File: config.mk
export PLATFORM = sky130hd
export DESIGN_NAME = led_shift_ctrl
export DESIGN_NICKNAME = d
export VERILOG_FILES = /design/src/rtl/led_shift_ctrl.sv
export SDC_FILE = /design/constraint.sdc
export NUM_CORES = 1
export LEC_CHECK = 0
export CAP_MARGIN = 25
export CORE_MARGIN = 2
export CORE_UTILIZATION = 50
export CTS_BUF_LIST = sky130_fd_sc_hd__clkbuf_16
export CTS_CLUSTER_DIAMETER = 150
export DETAILED_ROUTE_END_ITERATION = 6
export PLACE_DENSITY_LB_ADDON = 0.15
export SKIP_LAST_GASP = 1
export SLEW_MARGIN = 30
export SYNTH_ARGS = -nofsm -noshare
export SYNTH_HDL_FRONTEND = slang
export SYNTH_SLANG_ARGS = --single-unit
File: constraint.sdc
create_clock -name clk -period 2.33 [get_ports clk]
set_input_delay 0.466 -clock clk [delete_from_list [all_inputs] [get_ports clk]]
set_output_delay 0.466 -clock clk [all_outputs]
set_load 0.1 [all_outputs]
File: src/rtl/led_shift_ctrl.sv
// led_shift_ctrl
//   Control block for an N_LEDS-bit LED shift register. It produces the
//   one-cycle shift strobe from a four-rate prescaler, keeps the shift
//   direction (toggled by a debounced push-button), and tracks which LED is
//   lit. In bounce mode, the tracked position reverses the direction at the
//   ends, so the lit LED ping-pongs instead of wrapping.
//
// Ports
//   clk             system clock, all logic on posedge
//   i_ck_rst        asynchronous active-low reset
//   i_enable        run switch; 0 stops strobes and clears the prescaler
//   i_speed[1:0]    rate select, picks LIMIT_0..LIMIT_3
//   i_btn_dir       raw push-button, active high, asynchronous to clk
//   i_bounce        1 = ping-pong mode, 0 = wrap mode
//   o_shift_enable  registered one-cycle shift strobe
//   o_shift_dir     registered direction, 1 = DER (index--), 0 = IZQ (index++)
//   o_pos           registered index of the lit LED
module led_shift_ctrl #(
    parameter int                   N_LEDS     = 4,
    parameter int                   CNT_WIDTH  = 32,
    parameter logic [CNT_WIDTH-1:0] LIMIT_0    = CNT_WIDTH'(2**26 - 1),
    parameter logic [CNT_WIDTH-1:0] LIMIT_1    = CNT_WIDTH'(2**25 - 1),
    parameter logic [CNT_WIDTH-1:0] LIMIT_2    = CNT_WIDTH'(2**24 - 1),
    parameter logic [CNT_WIDTH-1:0] LIMIT_3    = CNT_WIDTH'(2**23 - 1),
    parameter int                   DEB_CYCLES = 16
) (
    input  logic                      clk,
    input  logic                      i_ck_rst,
    input  logic                      i_enable,
    input  logic [1:0]                i_speed,
    input  logic                      i_btn_dir,
    input  logic                      i_bounce,
    output logic                      o_shift_enable,
    output logic                      o_shift_dir,
    output logic [$clog2(N_LEDS)-1:0] o_pos
);

    localparam int POS_W = $clog2(N_LEDS);
    localparam int DEB_W = $clog2(DEB_CYCLES) + 1;

    localparam logic [POS_W-1:0] POS_LAST    = POS_W'(N_LEDS - 1);
    localparam logic [POS_W-1:0] POS_TURN_HI = POS_W'(N_LEDS - 2);
    localparam logic [POS_W-1:0] POS_TURN_LO = POS_W'(1);
    localparam logic [DEB_W-1:0] DEB_LAST    = DEB_W'(DEB_CYCLES - 1);

    typedef enum logic {
        IZQ = 1'b0,
        DER = 1'b1
    } dir_t;

    // ------------------------------------------------------------------
    // Prescaler
    // ------------------------------------------------------------------
    logic [CNT_WIDTH-1:0] limit;
    logic [CNT_WIDTH-1:0] count;

    always_comb begin
        limit = LIMIT_0;
        case (i_speed)
            2'd0: limit = LIMIT_0;
            2'd1: limit = LIMIT_1;
            2'd2: limit = LIMIT_2;
            2'd3: limit = LIMIT_3;
        endcase
    end

    // ">=" rather than "==" so that dropping to a smaller limit mid-count
    // fires on the next edge instead of running the counter round.
    always_ff @(posedge clk or negedge i_ck_rst) begin
        if (!i_ck_rst) begin
            count          <= '0;
            o_shift_enable <= 1'b0;
        end else if (!i_enable) begin
            count          <= '0;
            o_shift_enable <= 1'b0;
        end else if (count >= limit) begin
            count          <= '0;
            o_shift_enable <= 1'b1;
        end else begin
            count          <= count + CNT_WIDTH'(1);
            o_shift_enable <= 1'b0;
        end
    end

    // ------------------------------------------------------------------
    // Button: 2-flop synchronizer, debounce, rising-edge request
    // ------------------------------------------------------------------
    logic             sync_a;
    logic             sync_b;
    logic             deb_level;
    logic             deb_level_d;
    logic [DEB_W-1:0] deb_cnt;
    logic             btn_req;

    always_ff @(posedge clk or negedge i_ck_rst) begin
        if (!i_ck_rst) begin
            sync_a      <= 1'b0;
            sync_b      <= 1'b0;
            deb_level   <= 1'b0;
            deb_level_d <= 1'b0;
            deb_cnt     <= '0;
        end else begin
            sync_a      <= i_btn_dir;
            sync_b      <= sync_a;
            deb_level_d <= deb_level;
            if (sync_b != deb_level) begin
                if (deb_cnt == DEB_LAST) begin
                    deb_level <= sync_b;
                    deb_cnt   <= '0;
                end else begin
                    deb_cnt <= deb_cnt + DEB_W'(1);
                end
            end else begin
                deb_cnt <= '0;
            end
        end
    end

    // Press only; a release never requests a toggle.
    assign btn_req = deb_level & ~deb_level_d;

    // ------------------------------------------------------------------
    // Direction FSM and position tracker
    // ------------------------------------------------------------------
    dir_t dir_state;
    logic bounce_req;

    // Reverse one step before the end so the flip lands on the same edge
    // the lit LED reaches position N_LEDS-1 or 0.
    assign bounce_req = o_shift_enable & i_bounce &
                        (((dir_state == IZQ) && (o_pos == POS_TURN_HI)) ||
                         ((dir_state == DER) && (o_pos == POS_TURN_LO)));

    always_ff @(posedge clk or negedge i_ck_rst) begin
        if (!i_ck_rst) begin
            dir_state <= IZQ;
            o_pos     <= '0;
        end else begin
            // Simultaneous button and bounce requests still toggle once.
            if (btn_req || bounce_req) begin
                dir_state <= (dir_state == IZQ) ? DER : IZQ;
            end
            if (o_shift_enable) begin
                if (dir_state == IZQ) begin
                    o_pos <= (o_pos == POS_LAST) ? '0 : o_pos + POS_W'(1);
                end else begin
                    o_pos <= (o_pos == '0) ? POS_LAST : o_pos - POS_W'(1);
                end
            end
        end
    end

    assign o_shift_dir = (dir_state == DER);

endmodule

* Yosys cells after proc, flatten, opt, wreduce, memory -nomap -nowiden
Cells that the tools add are included.
Cells by class: bitwise operators 5, equal/unequal tests 8, order comparisons 1, add/subtract/negate cells 4, reduce and logical (&&, ||, !) cells 7, multiplexer cells 11
Operators with widths (count):
- 32-bit one-hot mux with 4 select lines | 1
- 32-bit two-way mux | 2
- 32-bit by 1-bit adder with 32-bit output, second input constant | 1
- 32-bit >= comparator | 1
- 5-bit two-way mux | 2
- 2-bit == test, second input constant | 4
- 2-bit two-way mux | 3
- 5-bit by 1-bit adder with 5-bit output, second input constant | 1
- 5-bit by 4-bit == test with 1-bit output, second input constant | 1
- 2-bit by 1-bit == test with 1-bit output, second input constant | 2
- 2-bit zero test | 2
- 1-bit bitwise AND | 3
- 1-bit two-way mux | 3
- 2-bit by 1-bit adder with 2-bit output, second input constant | 1
- 1-bit logical AND | 2
- 1-bit logical OR | 2
- 1-bit inverter | 2
- 2-bit AND reduction | 1
- 2-bit by 1-bit subtractor with 2-bit output, second input constant | 1
- 1-bit != test | 1
Storage, ports and cells: output and inout port bits 4, word-level logic and storage cells 45, register bits after elaboration 45

* Longest topological paths before layout
Gate-level depths: netlist of the first run.
word-level depth 5, depth in mapped cells 7, depth with buffers taken out 6

* Least setup slack after synthesis of the first run
Ideal clock, no wire load.
kind input port to flip-flop, start input port i_speed[1], end register count[18], path buffers 1, cell stages on the path 7, setup time 77 ps, arrival time 2038 ps, data required time 2253 ps, path slack 214 ps, cells stage by stage or2_2 > ha_1 > nor4_1 > o2111ai_1 > a31o_2 > buf_2 > a21oi_1
On the way: word-level cells in the longest chain between the ends 5, elaborated cells between the ends (all ways) 8
Ends and longest elaborated chain:
- start, declared | RTL line 30 | input logic [1:0] i_speed,
- 2-bit == test, or another cell as far along | RTL line 59 | case (i_speed)
- 32-bit one-hot mux with 4 select lines * | RTL line 59
- 32-bit >= comparator * | RTL line 76 | end else if (count >= limit) begin
- 32-bit two-way mux * | RTL line 76
- 32-bit two-way mux * | RTL line 73 | end else if (!i_enable) begin
- end signal, assigned | RTL line 80 | count <= count + CNT_WIDTH'(1);
- end, declared | RTL line 55 | logic [CNT_WIDTH-1:0] count;
Every way passes the cells marked *; elsewhere a longest branch is shown, timed or not. The select of a mux whose other input is x is not followed. A chain may end at the register's enable or synchronous reset.

* Final worst setup path of the first run
start input port i_speed[1], end register count[25]
Same word-level chain as after synthesis.

==> results of run 1 <==
==> area by class of cell <==
type	count	area share
well taps	52	0.02522
flip-flops and latches	45	0.4365
clock buffers	5	0.04850
multi-input cells	161	0.4132
inverters	12	0.01746
repair buffers	17	0.05335
clock inverters	3	0.005820
==> Yosys cell counts (all sizes together) (2+ instances only) <==
library cell  count
dfrtp            45
nor2             22
a21oi            14
nand3            14
inv              12
nand4            10
nand2             9
nor3              9
o21ai             9
xnor2             9
ha                7
xor2              7
or2               6
a31o              4
a31oi             4
and3              4
buf               4
nor4              4
or3               4
or4               4
and2              3
o31ai             3
and4              2
nor2b             2
==> per-layer routing <==
| layer | part of all wire | wire, µm | GRT usage |
|---|---|---|---|
| met3 | 0.045 | 189 | 0.05628 |
| met2 | 0.49 | 2070 | 0.2914 |
| met4 | 0.014 | 60 | 0.07692 |
| met5 | 0 | 0 | 0 |
| met1 | 0.45 | 1870 | 0.2343 |
==> sequential cells by signal, summed over array words and instances (netlist names) <==
register / cells
deb_cnt: 5
sync_a: 1
deb_level: 1
o_shift_dir: 1
sync_b: 1
o_shift_enable: 1
count: 32
o_pos: 2
deb_level_d: 1
==> critical path, cell delays in order <==
cell and delay (ns):
clkdlybuf4s50_1 0.41, or2_2 0.30, ha_1 0.19, nor4_2 0.40, o2111ai_2 0.27, a31o_4 0.34
a21oi_1 0.14
==> power by group <==
group	switching (mW)	internal [mW]
Clock	0.277	0.389
Sequential	0.0334	0.819
Combinational	0.275	0.0956
==> worst paths after layout <==
check | start | to | slack (ns) | cells after the start
setup / recovery | i_speed[1] | count[25] | 0.03 | 7
hold / removal | i_ck_rst | deb_cnt[2] | 0.26 | 2
setup reg to reg | count[0] | count[20] | 0.38 | 5
hold reg to reg | sync_a | sync_b | 0.36 | 0
max in group asynchronous | i_ck_rst | count[26] | 1.70 | 2
min in group clk | sync_a | sync_b | 0.36 | 0
==> logic make-up after synthesis <==
kind of cell / after synthesis / share of synthesized area
buf+inv: 17 / 0.03118
compound gates: 36 / 0.1020
mux: 1 / 0.005102
simple gates: 95 / 0.2466
other cells: 1 / 0.001699
xor+xnor: 16 / 0.06349
fa+ha+maj: 7 / 0.03968
flops: 45 / 0.5102
==> stage by stage <==
stage          cell area (µm²)    util  cells  TNS, ns  hold slack, ns
6_report                  2580  0.6008    295        0          0.2577
5_1_grt                   2580  0.6008    295   -1.804          0.3123
4_1_cts                   2550  0.5938    294        0          0.2748
3_5_place_dp              2401  0.5591    286   -7.505          0.3378
3_3_place_gp              2401  0.5591    286   -5.835          0.3485
2_1_floorplan             2222       -    222        0          0.1704
==> repair_timing <==
action	CTS	global route
setup endpoints to repair	23	22
cloned	0	1
gates resized for setup	1	3
pin swaps	0	0
==> run metrics, run 1 <==
cell type with the largest total area after synthesis=dfrtp_1; number of antenna violations at the first check in global routing=0; number of synthesized register bits=45; most common cell after layout, fill and taps aside=dfrtp_1; Seq. cell area=1126 µm²; static leakage=1.059 nW; maximum number of pins on one net before global-route repair=46; detail-routed net length per standard cell=14.20 µm; area share of the largest cell type after synthesis=0.5102; Residual DRC=0; final setup fails=0; library cell used as clock root buffer=clkbuf_16; chip height=70.44 µm; source-to-sink clock delay at the later pin of the worst-skew pair=0.29 ns; class of the most critical setup path=in -> reg; Area growth, synth to finish=16.89%; count of maximum capacitance violations=0; cell types occupying the most area after synthesis=dfrtp_1 (51%), ha_1 (4.0%), nor2_1 (3.7%); number of inserted filler cells in the final layout=364; Mapped Area=2207 µm²; largest clock skew in the final design=0.005136 ns; yosys warns=0; post-DP HPWL=2.749 mm; Hold Crit Class=in -> async; number of cell rows=24; Fmax achieved=0.4342 GHz; CTS tree=done; multi-input logic area=1066 µm²; number of instances in the synthesized netlist=218; CP Capture Type=register; Max Transition Viols Final=0; largest fanout on the critical path=12; overall track demand over capacity in global routing=0.1841; overall die width=70.44 µm; number of DRC markers after the initial detailed-route iteration=59; Via density=5.658; Final nets=256; layout cell share with drive strength beyond 1=0.1770; Worst-Margin Slew=0.5558 ns; final worst-path cycle share=0.9884; most used cells in the layout excluding fill and tap cells=dfrtp_1 (45), nor2_1 (22), inv_1 (14), nand3_1 (13); leading register cell type out of synthesis=dfrtp_1; Worst EP required=2.54 ns; post-layout total power=1.889 mW; final antenna-violating net count=0; category of the worst setup path launch point=primary input; clock net sink count=45; via count of the first global-routing pass=1640; arrival time of the worst setup path=2.51 ns; RSZ-0062 raised after global routing=true; Distinct cells, synth=38; pwr/cell area=732.1 nW/µm²; CTS buffer count=5; antenna diode instance count=0; Max transition margin=0.6294; total vias in the final route=1669; result of the run=finished clean; global placement routability congestion=0.8224; Post-synth EDFFs=0; average size of a mapped cell=10.12 µm²; Clock Tree Buf Depth=2; Std-Cell Core Area=4294 µm²; share of flip-flops with an asynchronous set or reset after synthesis=1.000; starting utilization of the core area=0.5140; I/O pins=11; total wirelength of the detailed-routed design=4.190 mm; deepest level of the CTS H-tree=2; slack of the critical path=0.02698 ns; Final Critical Period=2.303 ns; number of input and output port buffers inserted=10; number of buffers added for setup after CTS=0; remaining global-route overflow=0; Pre-antenna DRT Iters=4; # hold bufs at CTS=0; count of endpoints failing hold in the final timing report=0; Post-Place Setup Slack=-0.3499 ns; worst ir drop on vdd=478.5 µV; Worst-path clk slew=0.06 ns; die area=4962 µm²; wire length of the first global-routing pass=7.134 mm; share of the yosys chip area belonging to registers=0.5102
(Power assumes the default switching activity.)
==> run 2: changes to the inputs <==
Settings changed: PLACE_DENSITY_LB_ADDON 0.15 to 0.3, SLEW_MARGIN 30 to 40.
==> run 2 against run 1 <==
  * Maximum frequency increased by 3.9%
  * Final cell count fell by 0.68%
  * Design area rose by 0.34%
  * Wire length down 1.0%
  * First-iteration DRC count up 44%
  * Power is 5.2% higher
  * Largest cell class unchanged
  * Combinational power hardly changed
  * Critical endpoint is now count[16]
  * Clock skew hardly changed
  * Hold slack got worse by 0.15 ns
  * Sequential share of layout area decreased by 0.15 points
  * Global-route usage up 0.61 points
  * Via count decreased by 3.7%
==> run metrics, run 2 (synthesis gave the netlist of run 1 again) <==
CTS tree=done; CTS buffer count=5; sequential share of power=0.431; maximum number of pins on one net before global-route repair=30; count of maximum capacitance violations=0; Hold Crit Class=in -> async; slack of the critical path=0.1128 ns; Resized cells post-CTS=1; count of endpoints failing hold in the final timing report=0; static leakage=1.066 nW; net load switching power=0.5732 mW; Worst EP required=2.53 ns; overall track demand over capacity in global routing=0.1902; register with the most flip-flops=count; Fmax achieved=0.4510 GHz; largest clock skew in the final design=0.005253 ns; overall die width=70.44 µm; starting utilization of the core area=0.5140; source-to-sink clock delay at the later pin of the worst-skew pair=0.28 ns; most used cells in the layout excluding fill and tap cells=dfrtp_1 (45), nor2_1 (22), nand3_1 (13), inv_1 (12), a21oi_1 (11); clock network fraction of total power=0.384; Residual DRC=0; RSZ-0062 raised after global routing=false; net switching share of the total power=0.2885; final setup fails=0; Max Transition Viols Final=0; remaining global-route overflow=0; result of the run=finished clean; cells traversed along the worst timing path=clkdlybuf4s50_1 > or2_2 > ha_1 > nor4_2 > o2111ai_1 > a31o_4 > a21oi_1; number of DRC markers after the initial detailed-route iteration=85; Clock Tree Buf Depth=2; number of flip-flops under the largest register name=32; detail-routed net length per standard cell=14.16 µm; most common cell after layout, fill and taps aside=dfrtp_1; number of buffers added for setup after CTS=0; library cell used as clock root buffer=clkbuf_16; Area growth, synth to finish=17.29%; layout cell share with drive strength beyond 1=0.1743; I/O pins=11; class of the most critical setup path=in -> reg; kind of cell adding the most delay to the critical path=compound AO/OA/AOI/OAI gates; total wirelength of the detailed-routed design=4.148 mm; final worst-path cycle share=0.9516; # hold bufs at CTS=0; wire length of the first global-routing pass=7.424 mm; Worst path max stage delay=0.41 ns; global placement routability congestion=0.7864; deepest level of the CTS H-tree=2; CP Capture Type=register; cell with the biggest individual delay on the critical path=clkdlybuf4s50_1; pwr/cell area=767.5 nW/µm²; final antenna-violating net count=0; via count of the first global-routing pass=1667; number of cell rows=24; clock net sink count=45; largest registers=count (32), deb_cnt (5), o_pos (2); Gate power share=0.186; Worst-path clk slew=0.06 ns; count of buffer and inverter cells on the critical path=1; arrival time of the worst setup path=2.42 ns; Std-Cell Core Area=4294 µm²; Final Critical Period=2.217 ns; post-route core utilization=0.6029; number of antenna violations at the first check in global routing=0; total vias in the final route=1608; category of the worst setup path launch point=primary input; Post-Place Setup Slack=-0.3587 ns; die area=4962 µm²; antenna diode instance count=0; Via density=5.488; chip height=70.44 µm; Final nets=255; Pre-antenna DRT Iters=4; worst ir drop on vdd=413.7 µV; largest fanout on the critical path=23; number of input and output port buffers inserted=10; internal power contribution=1.414 mW; post-DP HPWL=2.930 mm
[run 2: cell count changes in the layout (fill, tap and decap cells not counted)]
cell,before,now
o2111ai_1,0,1
a31o_4,2,1
inv_1,14,12
o2111ai_2,1,0
buf_12,0,1
bufinv_16,0,1
buf_4,11,10
clkinv_2,0,1
clkinvlp_4,1,0
[run 2: area by class of cell]
class / instances / area (µm²)
Fill cell: 383 / 1705
Clock buffer: 5 / 125.1
Sequential cell: 45 / 1126
Timing Repair Buffer: 17 / 150.1
Multi-Input combinational cell: 160 / 1042
Inverter: 12 / 45.04
Tap cell: 52 / 65.06
Clock inverter: 2 / 35.03
[run 2: layer usage]
| metal | global-route usage | vias to the layer above | share of wire |
|---|---|---|---|
| met5 | 0 | - | 0 |
| met4 | 0.06838 | 0 | 0.017 |
| met3 | 0.05916 | 8 | 0.048 |
| met2 | 0.3071 | 32 | 0.46 |
| met1 | 0.2404 | 759 | 0.47 |
| li1 | - | 809 | - |
[run 2: worst paths after layout]
path,end,start,cells after the start,slack [ns]
min reg2reg,sync_b,sync_a,0,0.36
min,deb_cnt[2],i_ck_rst,1,0.11
max in group asynchronous,count[26],i_ck_rst,2,1.74
min in group clk,sync_b,sync_a,0,0.36
max reg2reg,count[20],count[0],5,0.36
max,count[16],i_speed[1],7,0.11
[run 2: power by group through the flow]
stage / Clock, mW / Sequential (mW) / Combinational, mW
6_report: 0.763 / 0.855 / 0.369
5_1_grt: 0.816 / 0.861 / 0.395
4_1_cts: 0.780 / 0.856 / 0.372
3_5_place_dp: 0 / 0.869 / 0.369
3_3_place_gp: 0 / 0.868 / 0.366
2_1_floorplan: 0 / 1.05 / 0.0873
[run 2: stage by stage]
step	std cells	TNS [ns]	area (µm²)	hold WS (ns)	power [mW]
floorplan	222	0	2222	0.1704	1.141
global placement	286	-5.234	2414	0.3475	1.234
detailed placement	286	-7.402	2414	0.3372	1.238
CTS	293	0	2582	0.1180	2.008
global route	293	0	2589	0.1443	2.071
finish	293	0	2589	0.1087	1.987
[run 2: worst reg2reg max path, stage by stage, from the launching register on]
cell	delay [ns]
dfrtp_1	0.39
ha_1	0.34
nand3_2	0.17
or4_4	0.54
or3_1	0.32
a21oi_1	0.14
